[src/rtl/ssd1306_pkg.sv]
// ----------------------------------------------------------------------------
// ssd1306_pkg
//   Shared definitions for the SSD1306 display endpoint model: command
//   opcodes, addressing-mode and command-FSM enums, the decoded per-byte
//   control bundle, and a helper that recognises single-argument commands
//   whose argument this model does not need.
// ----------------------------------------------------------------------------
package ssd1306_pkg;

  localparam logic [7:0] CMD_MODE     = 8'h20;
  localparam logic [7:0] CMD_COL      = 8'h21;
  localparam logic [7:0] CMD_PAGE     = 8'h22;
  localparam logic [7:0] CMD_DISP_OFF = 8'hAE;
  localparam logic [7:0] CMD_DISP_ON  = 8'hAF;

  typedef enum logic [1:0] {
    HORIZ = 2'd0,
    VERT  = 2'd1,
    PAGE  = 2'd2
  } addr_mode_t;

  typedef enum logic [2:0] {
    IDLE,
    ARG_MODE,
    ARG_COL_S,
    ARG_COL_E,
    ARG_PG_S,
    ARG_PG_E,
    ARG_SKIP
  } rx_state_t;

  // One-hot-ish set of register updates decoded from a received byte.
  typedef struct packed {
    logic wr;
    logic set_mode;
    logic set_col_s;
    logic set_col_e;
    logic set_pg_s;
    logic set_pg_e;
    logic set_page_b;
    logic set_col_lo;
    logic set_col_hi;
    logic set_disp;
  } ctrl_t;

  // Commands followed by exactly one argument byte that is simply dropped.
  function automatic logic has_skip_arg(input logic [7:0] op);
    case (op)
      8'h81, 8'h8D, 8'hA8, 8'hD3, 8'hD5, 8'hD9, 8'hDA, 8'hDB: return 1'b1;
      default:                                                 return 1'b0;
    endcase
  endfunction

endpackage

[src/rtl/ssd1306_rx_spi_byte_rx.sv]
// ----------------------------------------------------------------------------
// spi_byte_rx
//   SPI mode-0 byte receiver. SCK, MOSI and DC (and CS_n when present) pass
//   through the same SYNC_STAGES-deep synchroniser so they stay aligned; MOSI
//   and DC are sampled on each detected SCK rising edge, MSB first. The 8th
//   edge completes the byte and rx_dv pulses for one cycle afterwards.
//   Optional feature macro: SSD1306_RX_CS_EN adds cs_n; while it is high SCK
//   edges are ignored and the bit count is held at 0.
// Ports
//   clk, reset        system clock, synchronous active-high reset
//   sck, mosi, dc     raw SPI clock, data and data/command select
//   cs_n              chip select, active low (SSD1306_RX_CS_EN only)
//   rx_byte           last completed byte
//   rx_dv             1-cycle pulse, rx_byte/rx_is_data valid
//   rx_is_data        DC value sampled with the 8th bit
// ----------------------------------------------------------------------------
module spi_byte_rx #(
  parameter int SYNC_STAGES = 2
) (
  input  logic       clk,
  input  logic       reset,
  input  logic       sck,
  input  logic       mosi,
  input  logic       dc,
`ifdef SSD1306_RX_CS_EN
  input  logic       cs_n,
`endif
  output logic [7:0] rx_byte,
  output logic       rx_dv,
  output logic       rx_is_data
);

  logic       cs_raw;
  logic [3:0] raw_in;
  logic [3:0] synced;

`ifdef SSD1306_RX_CS_EN
  assign cs_raw = cs_n;
`else
  assign cs_raw = 1'b0;
`endif

  assign raw_in = {cs_raw, dc, mosi, sck};

  generate
    if (SYNC_STAGES == 0) begin : g_direct
      assign synced = raw_in;
    end else begin : g_sync
      logic [3:0] stage_q [SYNC_STAGES];
      always_ff @(posedge clk) begin
        // NOTE: the synchroniser is only a few flops, so it is cleared on
        // reset like any other register; large RAMs are never reset.
        if (reset) begin
          for (int i = 0; i < SYNC_STAGES; i++) stage_q[i] <= '0;
        end else begin
          stage_q[0] <= raw_in;
          for (int i = 1; i < SYNC_STAGES; i++) stage_q[i] <= stage_q[i-1];
        end
      end
      assign synced = stage_q[SYNC_STAGES-1];
    end
  endgenerate

  logic       sck_s, mosi_s, dc_s, cs_s;
  logic       sck_prev_q;
  logic       sck_rise;
  logic [6:0] shift_q;
  logic [2:0] bit_cnt_q;

  assign {cs_s, dc_s, mosi_s, sck_s} = synced;
  assign sck_rise = sck_s & ~sck_prev_q;

  // NOTE: sequential state uses non-blocking assignments so every flop
  // samples pre-edge values regardless of statement order.
  always_ff @(posedge clk) begin
    if (reset) begin
      sck_prev_q <= 1'b0;
      shift_q    <= '0;
      bit_cnt_q  <= '0;
      rx_byte    <= '0;
      rx_dv      <= 1'b0;
      rx_is_data <= 1'b0;
    end else begin
      sck_prev_q <= sck_s;
      rx_dv      <= 1'b0;
      if (cs_s) begin
        // Deselect discards any partial byte.
        bit_cnt_q <= '0;
      end else if (sck_rise) begin
        shift_q   <= {shift_q[5:0], mosi_s};
        bit_cnt_q <= bit_cnt_q + 3'd1;
        if (bit_cnt_q == 3'd7) begin
          rx_byte    <= {shift_q, mosi_s};
          rx_is_data <= dc_s;
          rx_dv      <= 1'b1;
        end
      end
    end
  end

endmodule

[src/rtl/ssd1306_rx.sv]
// ----------------------------------------------------------------------------
// ssd1306_rx
//   Behavioural SSD1306 display endpoint. Receives SPI bytes through
//   spi_byte_rx, decodes the addressing-command subset with a small command
//   FSM, and turns data bytes into GDDRAM write strobes for a frame buffer.
//   Optional feature macro: SSD1306_RX_CS_EN adds the i_CS_n port.
// Ports
//   i_Clk, i_Reset    system clock, synchronous active-high reset
//   i_SPI_Clk         D0, SCK (idle low)
//   i_SPI_MOSI        D1, MSB first
//   i_DC              1 = data byte, 0 = command byte
//   i_CS_n            chip select, active low (SSD1306_RX_CS_EN only)
//   o_Byte            last completed byte
//   o_Byte_DV         1-cycle pulse, o_Byte/o_Is_Data valid
//   o_Is_Data         DC value of o_Byte
//   o_Wr_En           1-cycle GDDRAM write strobe
//   o_Wr_Addr         page*COLS+col
//   o_Wr_Data         pixel byte, bit0 = top row of page
//   o_Display_On      set by 0xAF, cleared by 0xAE
// ----------------------------------------------------------------------------
module ssd1306_rx
  import ssd1306_pkg::*;
#(
  parameter int COLS        = 128,
  parameter int PAGES       = 8,
  parameter int SYNC_STAGES = 2
) (
  input  logic                            i_Clk,
  input  logic                            i_Reset,
  input  logic                            i_SPI_Clk,
  input  logic                            i_SPI_MOSI,
  input  logic                            i_DC,
`ifdef SSD1306_RX_CS_EN
  input  logic                            i_CS_n,
`endif
  output logic [7:0]                      o_Byte,
  output logic                            o_Byte_DV,
  output logic                            o_Is_Data,
  output logic                            o_Wr_En,
  output logic [$clog2(COLS*PAGES)-1:0]   o_Wr_Addr,
  output logic [7:0]                      o_Wr_Data,
  output logic                            o_Display_On
);

  localparam int CW = $clog2(COLS);
  localparam int PW = $clog2(PAGES);
  localparam logic [CW-1:0] COL_ONE  = CW'(1);
  localparam logic [PW-1:0] PAGE_ONE = PW'(1);

  logic [7:0] rx_byte;
  logic       rx_dv;
  logic       rx_is_data;

  spi_byte_rx #(
    .SYNC_STAGES (SYNC_STAGES)
  ) u_spi (
    .clk        (i_Clk),
    .reset      (i_Reset),
    .sck        (i_SPI_Clk),
    .mosi       (i_SPI_MOSI),
    .dc         (i_DC),
`ifdef SSD1306_RX_CS_EN
    .cs_n       (i_CS_n),
`endif
    .rx_byte    (rx_byte),
    .rx_dv      (rx_dv),
    .rx_is_data (rx_is_data)
  );

  rx_state_t     state_q, state_d;
  ctrl_t         ctrl;
  addr_mode_t    mode_q;
  logic [CW-1:0] col_q, col_s_q, col_e_q;
  logic [PW-1:0] page_q, pg_s_q, pg_e_q;
  logic          disp_q;
  logic [7:0]    col_ext;
  logic          is_cmd;

  assign is_cmd  = rx_dv & ~rx_is_data;
  assign col_ext = 8'(col_q);

  // State register.
  always_ff @(posedge i_Clk) begin
    if (i_Reset) state_q <= IDLE;
    else         state_q <= state_d;
  end

  // Next-state logic. A data byte always returns to IDLE, aborting any
  // command still waiting for its argument.
  always_comb begin
    // NOTE: default assignment first so no path leaves state_d unassigned
    // and no latch is inferred.
    state_d = state_q;
    if (rx_dv) begin
      if (rx_is_data) begin
        state_d = IDLE;
      end else begin
        case (state_q)
          IDLE: begin
            if      (rx_byte == CMD_MODE)  state_d = ARG_MODE;
            else if (rx_byte == CMD_COL)   state_d = ARG_COL_S;
            else if (rx_byte == CMD_PAGE)  state_d = ARG_PG_S;
            else if (has_skip_arg(rx_byte)) state_d = ARG_SKIP;
            else                            state_d = IDLE;
          end
          ARG_COL_S: state_d = ARG_COL_E;
          ARG_PG_S:  state_d = ARG_PG_E;
          default:   state_d = IDLE;
        endcase
      end
    end
  end

  // Output decode: which register update this byte requests.
  always_comb begin
    ctrl            = '0;
    ctrl.wr         = rx_dv & rx_is_data;
    ctrl.set_mode   = is_cmd && (state_q == ARG_MODE) && (rx_byte[1:0] != 2'd3);
    ctrl.set_col_s  = is_cmd && (state_q == ARG_COL_S);
    ctrl.set_col_e  = is_cmd && (state_q == ARG_COL_E);
    ctrl.set_pg_s   = is_cmd && (state_q == ARG_PG_S);
    ctrl.set_pg_e   = is_cmd && (state_q == ARG_PG_E);
    ctrl.set_page_b = is_cmd && (state_q == IDLE) && (rx_byte[7:3] == 5'b10110);
    ctrl.set_col_lo = is_cmd && (state_q == IDLE) && (rx_byte[7:4] == 4'h0);
    ctrl.set_col_hi = is_cmd && (state_q == IDLE) && (rx_byte[7:4] == 4'h1);
    ctrl.set_disp   = is_cmd && (state_q == IDLE) &&
                      ((rx_byte == CMD_DISP_ON) || (rx_byte == CMD_DISP_OFF));
  end

  // Address pointers, window registers and mode. The pointer advances on
  // the same cycle o_Wr_En is high, so back-to-back writes never collide.
  always_ff @(posedge i_Clk) begin
    if (i_Reset) begin
      mode_q  <= PAGE;
      col_q   <= '0;
      page_q  <= '0;
      col_s_q <= '0;
      col_e_q <= '1;
      pg_s_q  <= '0;
      pg_e_q  <= '1;
      disp_q  <= 1'b0;
    end else if (ctrl.wr) begin
      case (mode_q)
        HORIZ: begin
          if (col_q == col_e_q) begin
            col_q  <= col_s_q;
            page_q <= (page_q == pg_e_q) ? pg_s_q : page_q + PAGE_ONE;
          end else begin
            col_q <= col_q + COL_ONE;
          end
        end
        VERT: begin
          if (page_q == pg_e_q) begin
            page_q <= pg_s_q;
            col_q  <= (col_q == col_e_q) ? col_s_q : col_q + COL_ONE;
          end else begin
            page_q <= page_q + PAGE_ONE;
          end
        end
        default: col_q <= col_q + COL_ONE;
      endcase
    end else if (ctrl.set_mode) begin
      mode_q <= addr_mode_t'(rx_byte[1:0]);
    end else if (ctrl.set_col_s) begin
      col_s_q <= CW'(rx_byte);
    end else if (ctrl.set_col_e) begin
      col_e_q <= CW'(rx_byte);
      col_q   <= col_s_q;
    end else if (ctrl.set_pg_s) begin
      pg_s_q <= PW'(rx_byte);
    end else if (ctrl.set_pg_e) begin
      pg_e_q <= PW'(rx_byte);
      page_q <= pg_s_q;
    end else if (ctrl.set_page_b) begin
      page_q <= PW'(rx_byte[2:0]);
    end else if (ctrl.set_col_lo) begin
      col_q <= CW'({col_ext[7:4], rx_byte[3:0]});
    end else if (ctrl.set_col_hi) begin
      col_q <= CW'({rx_byte[3:0], col_ext[3:0]});
    end else if (ctrl.set_disp) begin
      disp_q <= rx_byte[0];
    end
  end

  assign o_Byte       = rx_byte;
  assign o_Byte_DV    = rx_dv;
  assign o_Is_Data    = rx_is_data;
  assign o_Wr_En      = ctrl.wr;
  assign o_Wr_Addr    = {page_q, col_q};
  assign o_Wr_Data    = rx_byte;
  assign o_Display_On = disp_q;

endmodule

[config.mk]
export PLATFORM = sky130hd
export DESIGN_NAME = ssd1306_rx
export DESIGN_NICKNAME = d
export VERILOG_FILES = /design/src/rtl/ssd1306_pkg.sv /design/src/rtl/ssd1306_rx_spi_byte_rx.sv /design/src/rtl/ssd1306_rx.sv
export SDC_FILE = /design/constraint.sdc
export NUM_CORES = 1
export LEC_CHECK = 0
export CELL_PAD_IN_SITES_DETAIL_PLACEMENT = 0
export CELL_PAD_IN_SITES_GLOBAL_PLACEMENT = 1
export CORE_ASPECT_RATIO = 0.9
export CORE_MARGIN = 2
export CORE_UTILIZATION = 42
export CTS_CLUSTER_SIZE = 25
export DETAILED_ROUTE_END_ITERATION = 10
export GPL_TIMING_DRIVEN = 0
export PLACE_DENSITY_LB_ADDON = 0.1
export SLEW_MARGIN = 20
export SYNTH_ARGS = -nofsm -noshare
export SYNTH_HDL_FRONTEND = slang
export SYNTH_SLANG_ARGS = --single-unit
[constraint.sdc]
create_clock -name i_Clk -period 2.6 [get_ports i_Clk]
set_input_delay 0.65 -clock i_Clk [delete_from_list [all_inputs] [get_ports i_Clk]]
set_output_delay 0.65 -clock i_Clk [all_outputs]
set_load 0.005 [all_outputs]
==> key figures, run 1 <==
Yosys
  • Yosys warnings: 0
  • Number of synthesized flops with an enable pin: 0
  • Cells after synthesis: ~380
  • Yosys cell types: 64
  • Total nets after synthesis: 385
  • FF+latch count, synth: 63
  • Sequential area share after synthesis: 39.7%
  • Mean Syn Cell Area: 8.45 µm²
  • Synthesized area: 3180 µm²
  • Synth async-reset ratio: 0%
  • Most used DFF post-synth: dfxtp_1

Final layout
  • Area growth syn-to-layout: 20.9%
  • ANT cells: 0
  • Layout Cells excl Fill: 521
  • Layout Nets: 429
  • Layout cells sized above 1: 12.0%
  • Fin area: 3840 µm²
  • FILL cells: 713
  • Final Util: slightly above 50%

STA
  • Period minus WS final: 2.48 ns
  • Slew margin rel.: 49.6%
  • Worst Skew: between 0.01 and 0.015 ns
  • Max Slew Vio Count: 0
  • Max Fclk: 404 MHz
  • # setup viols final: 0
  • Final worst slack: ~0.12 ns
  • Final hold vios: 0
  • RSZ-0062 raised after global routing: false
  • Post-route clock period utilization: a little over nine tenths
  • Worst-Margin Slew: 0.746 ns

Floorplanning
  • Height of the chip: between 80 and 90 µm
  • Core area: 7430 µm²
  • I/O pin total: 35
  • Die Footprint: 8280 µm²
  • Row count: 30
  • Initial Util: 42.8%
  • Die width: 95.7 µm

Critical path
  • Crit path required time: just under 2 ns
  • CP Cell Sequence: clkbuf_4 -> nand2_2 -> clkinv_2 -> clkdlybuf4s50_1
  • CP Class: register to output port
  • CP delay by family, top: buffers and inverters
  • Element type at the critical path end: output port
  • Element type at the critical path start: register
  • Critical path's largest stage delay: between 0.5 and 0.6 ns
  • Max FO, Critical Path: 10
  • CP max stage cell: clkdlybuf4s50_1
  • CP Data Arrival Time: 1.83 ns
  • Bufs and invs on worst path: 3

Pwr
  • Power Total: about 1.8 mW
  • Pwr dens: ~470 nW/µm²
  • Leak: 1.31 nW
  • VDD IR-drop max: 329 µV

Clock tree
  • Reg clk slew, reported paths: roughly 0.080 ns
  • H-tree levels: 3
  • CTS tree: done
  • Clk buf depth: 2
  • Total CTS buffers: 9
  • Worst-Skew Late Latency: between 0.3 and 0.4 ns
  • CTS root buffer: clkbuf_8
  • CTS Hold Buffers Added: 0
  • Num Clock Sinks: 63

Placed design
  • GPL Wtd Cong: a little under 0.9
  • IO Port Bufs: 33
  • DP Wirelength: 6060 µm
  • DP Area: 3630 µm²
  • Post-Place Worst Slack: -0.0947 ns
  • Dpl cells: 505

Route
  • First-pass DRT Iterations: 4
  • Drt via density: 5.52
  • Final wirelength: 8460 µm
  • Routed Antenna Nets: 0
  • Drt first-iter violations: 212
  • Vias: roughly 2,900
  • Drt wl/cell: 16.2 µm
  • DRC viols: 0

GRT
  • Largest net degree at the start of global routing: 14
  • Initial antenna violation count: 0
  • First-pass GRT wire length: 13,900 µm
  • GR Util All Layers: between 20% and 30%
  • GRT Residual Overflow: 0
  • Vias in the first global route: 2,632

Min path
  • Hold crit path type: register to register

Status
  • Status: complete, no violations

Run
  • Max-cap violations: 0
==> stage by stage <==
step | TNS (ns) | hold WS [ns]
CTS | 0 | 0.444
global placement | -0.246 | 0.418
floorplan | 0 | 0.414
global route | 0 | 0.457
detailed placement | -0.281 | 0.425
finish | 0 | 0.440
==> kinds of logic (layout without fill, tap and decap cells) <==
family,after synthesis,in the layout,share of synthesized area (%)
and+or+nand+nor,148,148,25.0
DFF,63,63,39.7
adders and majority gates,4,4,1.57
buffers and inverters,45,94,6.89
AOI/OAI and AO/OA,94,94,20.5
muxes,7,7,2.20
xor gates and xnor gates,15,15,4.13
==> worst register-to-register path, cell delays in order (launching register included) <==
cell and delay (ns):
dfxtp_1 0.41, or4b_4 0.61, or4_4 0.51, buf_6 0.15
a221oi_4 0.36, nor2_1 0.07, a311oi_1 0.26
==> cells in the final DEF (no fill, tap or decap), drive strengths merged, types with 3 or more instances in the layout <==
| cell | instances |
|---|---|
| dfxtp | 63 |
| nand2 | 40 |
| clkdlybuf4s50 | 33 |
| nor2 | 32 |
| clkbuf | 32 |
| a21oi | 31 |
| nand3 | 18 |
| nor2b | 15 |
| o21ai | 15 |
| buf | 13 |
| inv | 11 |
| a211o | 10 |
| xnor2 | 9 |
| mux2i | 7 |
| xor2 | 6 |
| nand4b | 5 |
| a31oi | 5 |
| a311oi | 5 |
| nor3 | 5 |
| nand3b | 4 |
| a22oi | 4 |
| ha | 4 |
| or3 | 4 |
| nor4b | 4 |
| or4 | 4 |
| o211ai | 3 |
| o221ai | 3 |
| clkinv | 3 |
| a221oi | 3 |
==> registers in the layout, indices dropped and copies added, names as in the netlist <==
name and flops:
col_e_q 7, col_q 7, col_s_q 7, mode_q 2, o_Display_On 1, page_q 3, pg_e_q 3, pg_s_q 3
state_q 3, u_spi.bit_cnt_q 3, u_spi.g_sync.stage_q 6, u_spi.rx_byte 8, u_spi.rx_dv 1, u_spi.rx_is_data 1, u_spi.sck_prev_q 1, u_spi.shift_q 7
==> synth_stat cells, types with 6 or more instances <==
cell       n  area, µm²
a211o_1   10       87.6
a21oi_1   31        155
buf_4      8       60.1
clkbuf_1  21       78.8
dfxtp_1   63       1260
inv_1      8       30.0
mux2i_1    7       70.1
nand2_1   40        150
nand3_1   18       90.1
nor2_1    32        120
nor2b_1   15       93.8
o21ai_0   15       75.1
xnor2_1    9       78.8
xor2_1     6       52.6
==> report_power, final <==
group | internal [mW] | total (mW) | switching (mW)
logic | 0.0127 | 0.0392 | 0.0264
registers | 0.970 | 0.973 | 0.00269
clock network | 0.355 | 0.785 | 0.430
total | 1.34 | 1.80 | 0.459
==> timing repair <==
action,in CTS,in global routing
resized for setup,3,6
setup endpoints to repair,5,5
endpoints found under the hold margin,0,0
buffers inserted,0,0
==> metal layers <==
layer | share of wire [%] | vias to the layer above | wire (µm) | GRT usage (%)
li1 | - | 1443 | - | -
met1 | 49 | 1347 | 4120 | 31.7
met2 | 45 | 79 | 3820 | 33.4
met3 | 5.0 | 6 | 423 | 5.04
met4 | 1.1 | 0 | 91 | 8.05
met5 | 0 | - | 0 | 0
==> worst paths after layout <==
path	from	endpoint	slack (ns)	cells after the start
hold reg to reg	u_spi.g_sync.stage_q[0][0]$_SDFF_PP0_	u_spi.g_sync.stage_q[0][4]$_SDFF_PP0_	0.44	1
hold / removal	u_spi.g_sync.stage_q[0][0]$_SDFF_PP0_	u_spi.g_sync.stage_q[0][4]$_SDFF_PP0_	0.44	1
setup / recovery	u_spi.rx_is_data$_SDFFE_PP0P_	o_Wr_En	0.12	4
setup reg to reg	state_q[0]$_SDFFE_PP0P_	col_q[2]$_SDFFE_PP0P_	0.12	6
==> layout make-up <==
cell class                 instances  area, µm²  share of cell area (%)
clock inverter                     7       55.1                    1.43
clock buffer                       9        124                    3.22
inverter                           9       35.0                   0.912
buffer                            36        188                    4.89
timing repair buffer              33        330                    8.60
tap                               96        120                    3.13
multi-input combinational        268       1730                    45.0
sequential                        63       1260                    32.9
No activity file was read; power rests on OpenSTA's default activity.
==> run 2, diff against run 1 <==
- GPL_TIMING_DRIVEN: 0 -> not set
==> run 2 against run 1 <==
  * Routed wire length is 1.2% lower
  * Critical path depth down 1
  * Die area did not move
  * Cell count down 3.5%
  * Core utilization shrank 0.88 points
  * Sequential power hardly changed
  * Via count down 1.7%
  * Critical endpoint unchanged
  * Setup slack gained 0.056 ns
==> key figures, run 2 (synthesis gave the netlist of run 1 again) <==
Status
  • Status: complete, no violations

Final layout
  • Layout cells sized above 1: 12.5% (+0.53 points)
  • Layout Nets: 411 (-4.2%)
  • Largest register by flop count: u_spi.rx_byte
  • Most frequent cells in the layout: dfxtp_1, nand2_1, clkdlybuf4s50_1
  • Area growth syn-to-layout: 18.8%
  • Final Util: 50.8% (-0.88 points)
  • ANT cells: 0 (unchanged)
  • Max reg flops: 8 (unchanged)
  • Commonest non-fill, non-tap cell in the layout: dfxtp_1
  • FILL cells: 747 (+4.8%)

Critical path
  • Reg-to-reg slack, setup: 0.30 ns (+0.18 ns)
  • Max FO, Critical Path: 9 (-1)
  • CP Class: register to output port
  • Element type at the critical path start: register
  • CP max stage cell: clkdlybuf4s50_1
  • Element type at the critical path end: output port
  • CP Data Arrival Time: 1.77 ns (-0.06 ns)
  • Reg-to-Reg Start: u_spi.rx_dv$_SDFF_PP0_
  • Crit path required time: 1.95 ns (about the same)
  • R2R Path End: col_q[0]$_SDFFE_PP0P_
  • Critical path's largest stage delay: 0.53 ns (about the same)
  • CP Cell Sequence: nand2_1 -> clkinv_1 -> clkdlybuf4s50_1
  • Reg2reg path depth: 5 (-1)

STA
  • Setup tns final: 0 ns (unchanged)
  • Post-route clock period utilization: 93.2% (-2.2 points)
  • Worst-Margin Slew: 0.659 ns (-0.0869 ns)
  • Slew margin rel.: 56.0% (+6.4 points)
  • RSZ-0062 raised after global routing: false
  • # setup viols final: 0 (unchanged)
  • Final hold vios: 0 (unchanged)
  • Final worst slack: 0.178 ns (+0.0559 ns)
  • Worst Skew: 0.00653 ns (-0.00401 ns)
  • Max Slew Vio Count: 0 (unchanged)
  • Min Hold Slack: 0.446 ns (+0.00601 ns)
  • Period minus WS final: 2.42 ns (-0.0559 ns)
  • Max Fclk: 413 MHz (+2.3%)

Clock tree
  • Worst-Skew Late Latency: 0.35 ns (about the same)
  • Total CTS buffers: 9 (unchanged)
  • Clk buf depth: 2 (unchanged)
  • CTS tree: done
  • Postcts setup bufs: 0 (unchanged)
  • H-tree levels: 3 (unchanged)
  • Reg clk slew, reported paths: 0.08 ns (about the same)
  • CTS Hold Buffers Added: 0 (unchanged)
  • CTS root buffer: clkbuf_8
  • Num Clock Sinks: 63 (unchanged)

Floorplanning
  • Initial Util: 42.8% (unchanged)
  • Die width: 95.7 µm (unchanged)
  • Core area: 7430 µm² (unchanged)
  • Row count: 30 (unchanged)
  • Height of the chip: 86.5 µm (unchanged)
  • I/O pin total: 35 (unchanged)
  • Die Footprint: 8280 µm² (unchanged)

Route
  • First-pass DRT Iterations: 4 (unchanged)
  • Vias: 2,826 (-1.7%)
  • Drt wl/cell: 16.6 µm (+2.3%)
  • Routed Antenna Nets: 0 (unchanged)
  • DRC viols: 0 (unchanged)
  • Drt via density: 5.62 (+1.8%)
  • Drt first-iter violations: 159 (-25%)
  • Final wirelength: 8350 µm (-1.2%)

Placed design
  • GPL Wtd Cong: 0.858 (-2.8%)
  • Post-Place Worst Slack: 0.325 ns (+0.420 ns)
  • IO Port Bufs: 34 (+3.0%)
  • DP Wirelength: 5810 µm (-4.1%)

Min path
  • Hold_sp: u_spi.g_sync.stage_q[0][2]$_SDFF_PP0_
  • Worst hold endpoint: u_spi.g_sync.stage_q[0][6]$_SDFF_PP0_
  • Hold crit path type: register to register
  • Worst hold stages: 1 (unchanged)

GRT
  • Largest net degree at the start of global routing: 39 (+25)
  • GRT Residual Overflow: 0 (unchanged)
  • GR Util All Layers: 21.1% (-1.3 points)
  • First-pass GRT wire length: 13,300 µm (-4.7%)
  • Vias in the first global route: 2,553 (-3.0%)
  • Initial antenna violation count: 0 (unchanged)

Pwr
  • Pwr dens: 476 nW/µm² (+1.8%)
  • Power Total: 1.80 mW (+0.12%)
  • VDD IR-drop max: 356 µV (+8.2%)
  • Leak: 1.29 nW (-1.4%)

Run
  • Max-cap violations: 0 (unchanged)
==> run 2: repair_timing <==
action	4_1_cts	5_1_grt
endpoints found under the setup margin	0	1
hold endpoints to repair	0	0
resized for setup	0	1
==> run 2: worst max-delay path by stage <==
| stage | from | endpoint | slack, ns | cells past startpoint |
|---|---|---|---|---|
| final | u_spi.rx_dv$_SDFF_PP0_ | o_Wr_En | 0.18 | 3 |
| after global routing | u_spi.rx_dv$_SDFF_PP0_ | o_Wr_En | 0.03 | 3 |
| after CTS | u_spi.rx_is_data$_SDFFE_PP0P_ | o_Wr_En | 0.09 | 3 |
| after detailed placement | u_spi.rx_dv$_SDFF_PP0_ | col_q[2]$_SDFFE_PP0P_ | 0.33 | 5 |
| after global placement | u_spi.rx_dv$_SDFF_PP0_ | col_q[0]$_SDFFE_PP0P_ | 0.36 | 5 |
| after floorplan | state_q[1]$_SDFFE_PP0P_ | col_q[2]$_SDFFE_PP0P_ | 0.39 | 7 |
==> run 2: critical path, delay by kind of cell (launching register included) <==
family / cells / cell delay (ns)
buf+inv: 2 / 0.75
flops: 1 / 0.46
simple gates: 1 / 0.22
==> run 2: layer usage <==
layer | track usage, % | routed length, µm
met1 | 28.9 | 3980
met2 | 33.0 | 3850
met3 | 4.61 | 413
met4 | 6.62 | 107
met5 | 0 | 0
==> run 2: area by class of cell <==
class | count | area (µm²) | area share [%]
timing repair buffer | 51 | 475 | 12.6
clock buffer | 9 | 124 | 3.28
tap | 96 | 120 | 3.18
inverter | 9 | 33.8 | 0.895
sequential | 63 | 1260 | 33.4
multi-input combinational | 268 | 1700 | 45.1
clock inverter | 7 | 56.3 | 1.49
==> run 2: report_power, final <==
part	leakage, nW	total (mW)	internal, mW	switching (mW)
Sequential	0.510	0.972	0.970	0.00237
Combinational	0.701	0.0378	0.0138	0.0240
Clock	0.0789	0.789	0.355	0.434
Total	1.29	1.80	1.34	0.461
==> run 2: metrics by stage <==
step	cells	instance area, µm²
final	503	3780
after global routing	503	3780
after CTS	503	3770
after detailed placement	487	3590
after global placement	487	3590
after floorplan	376	3180
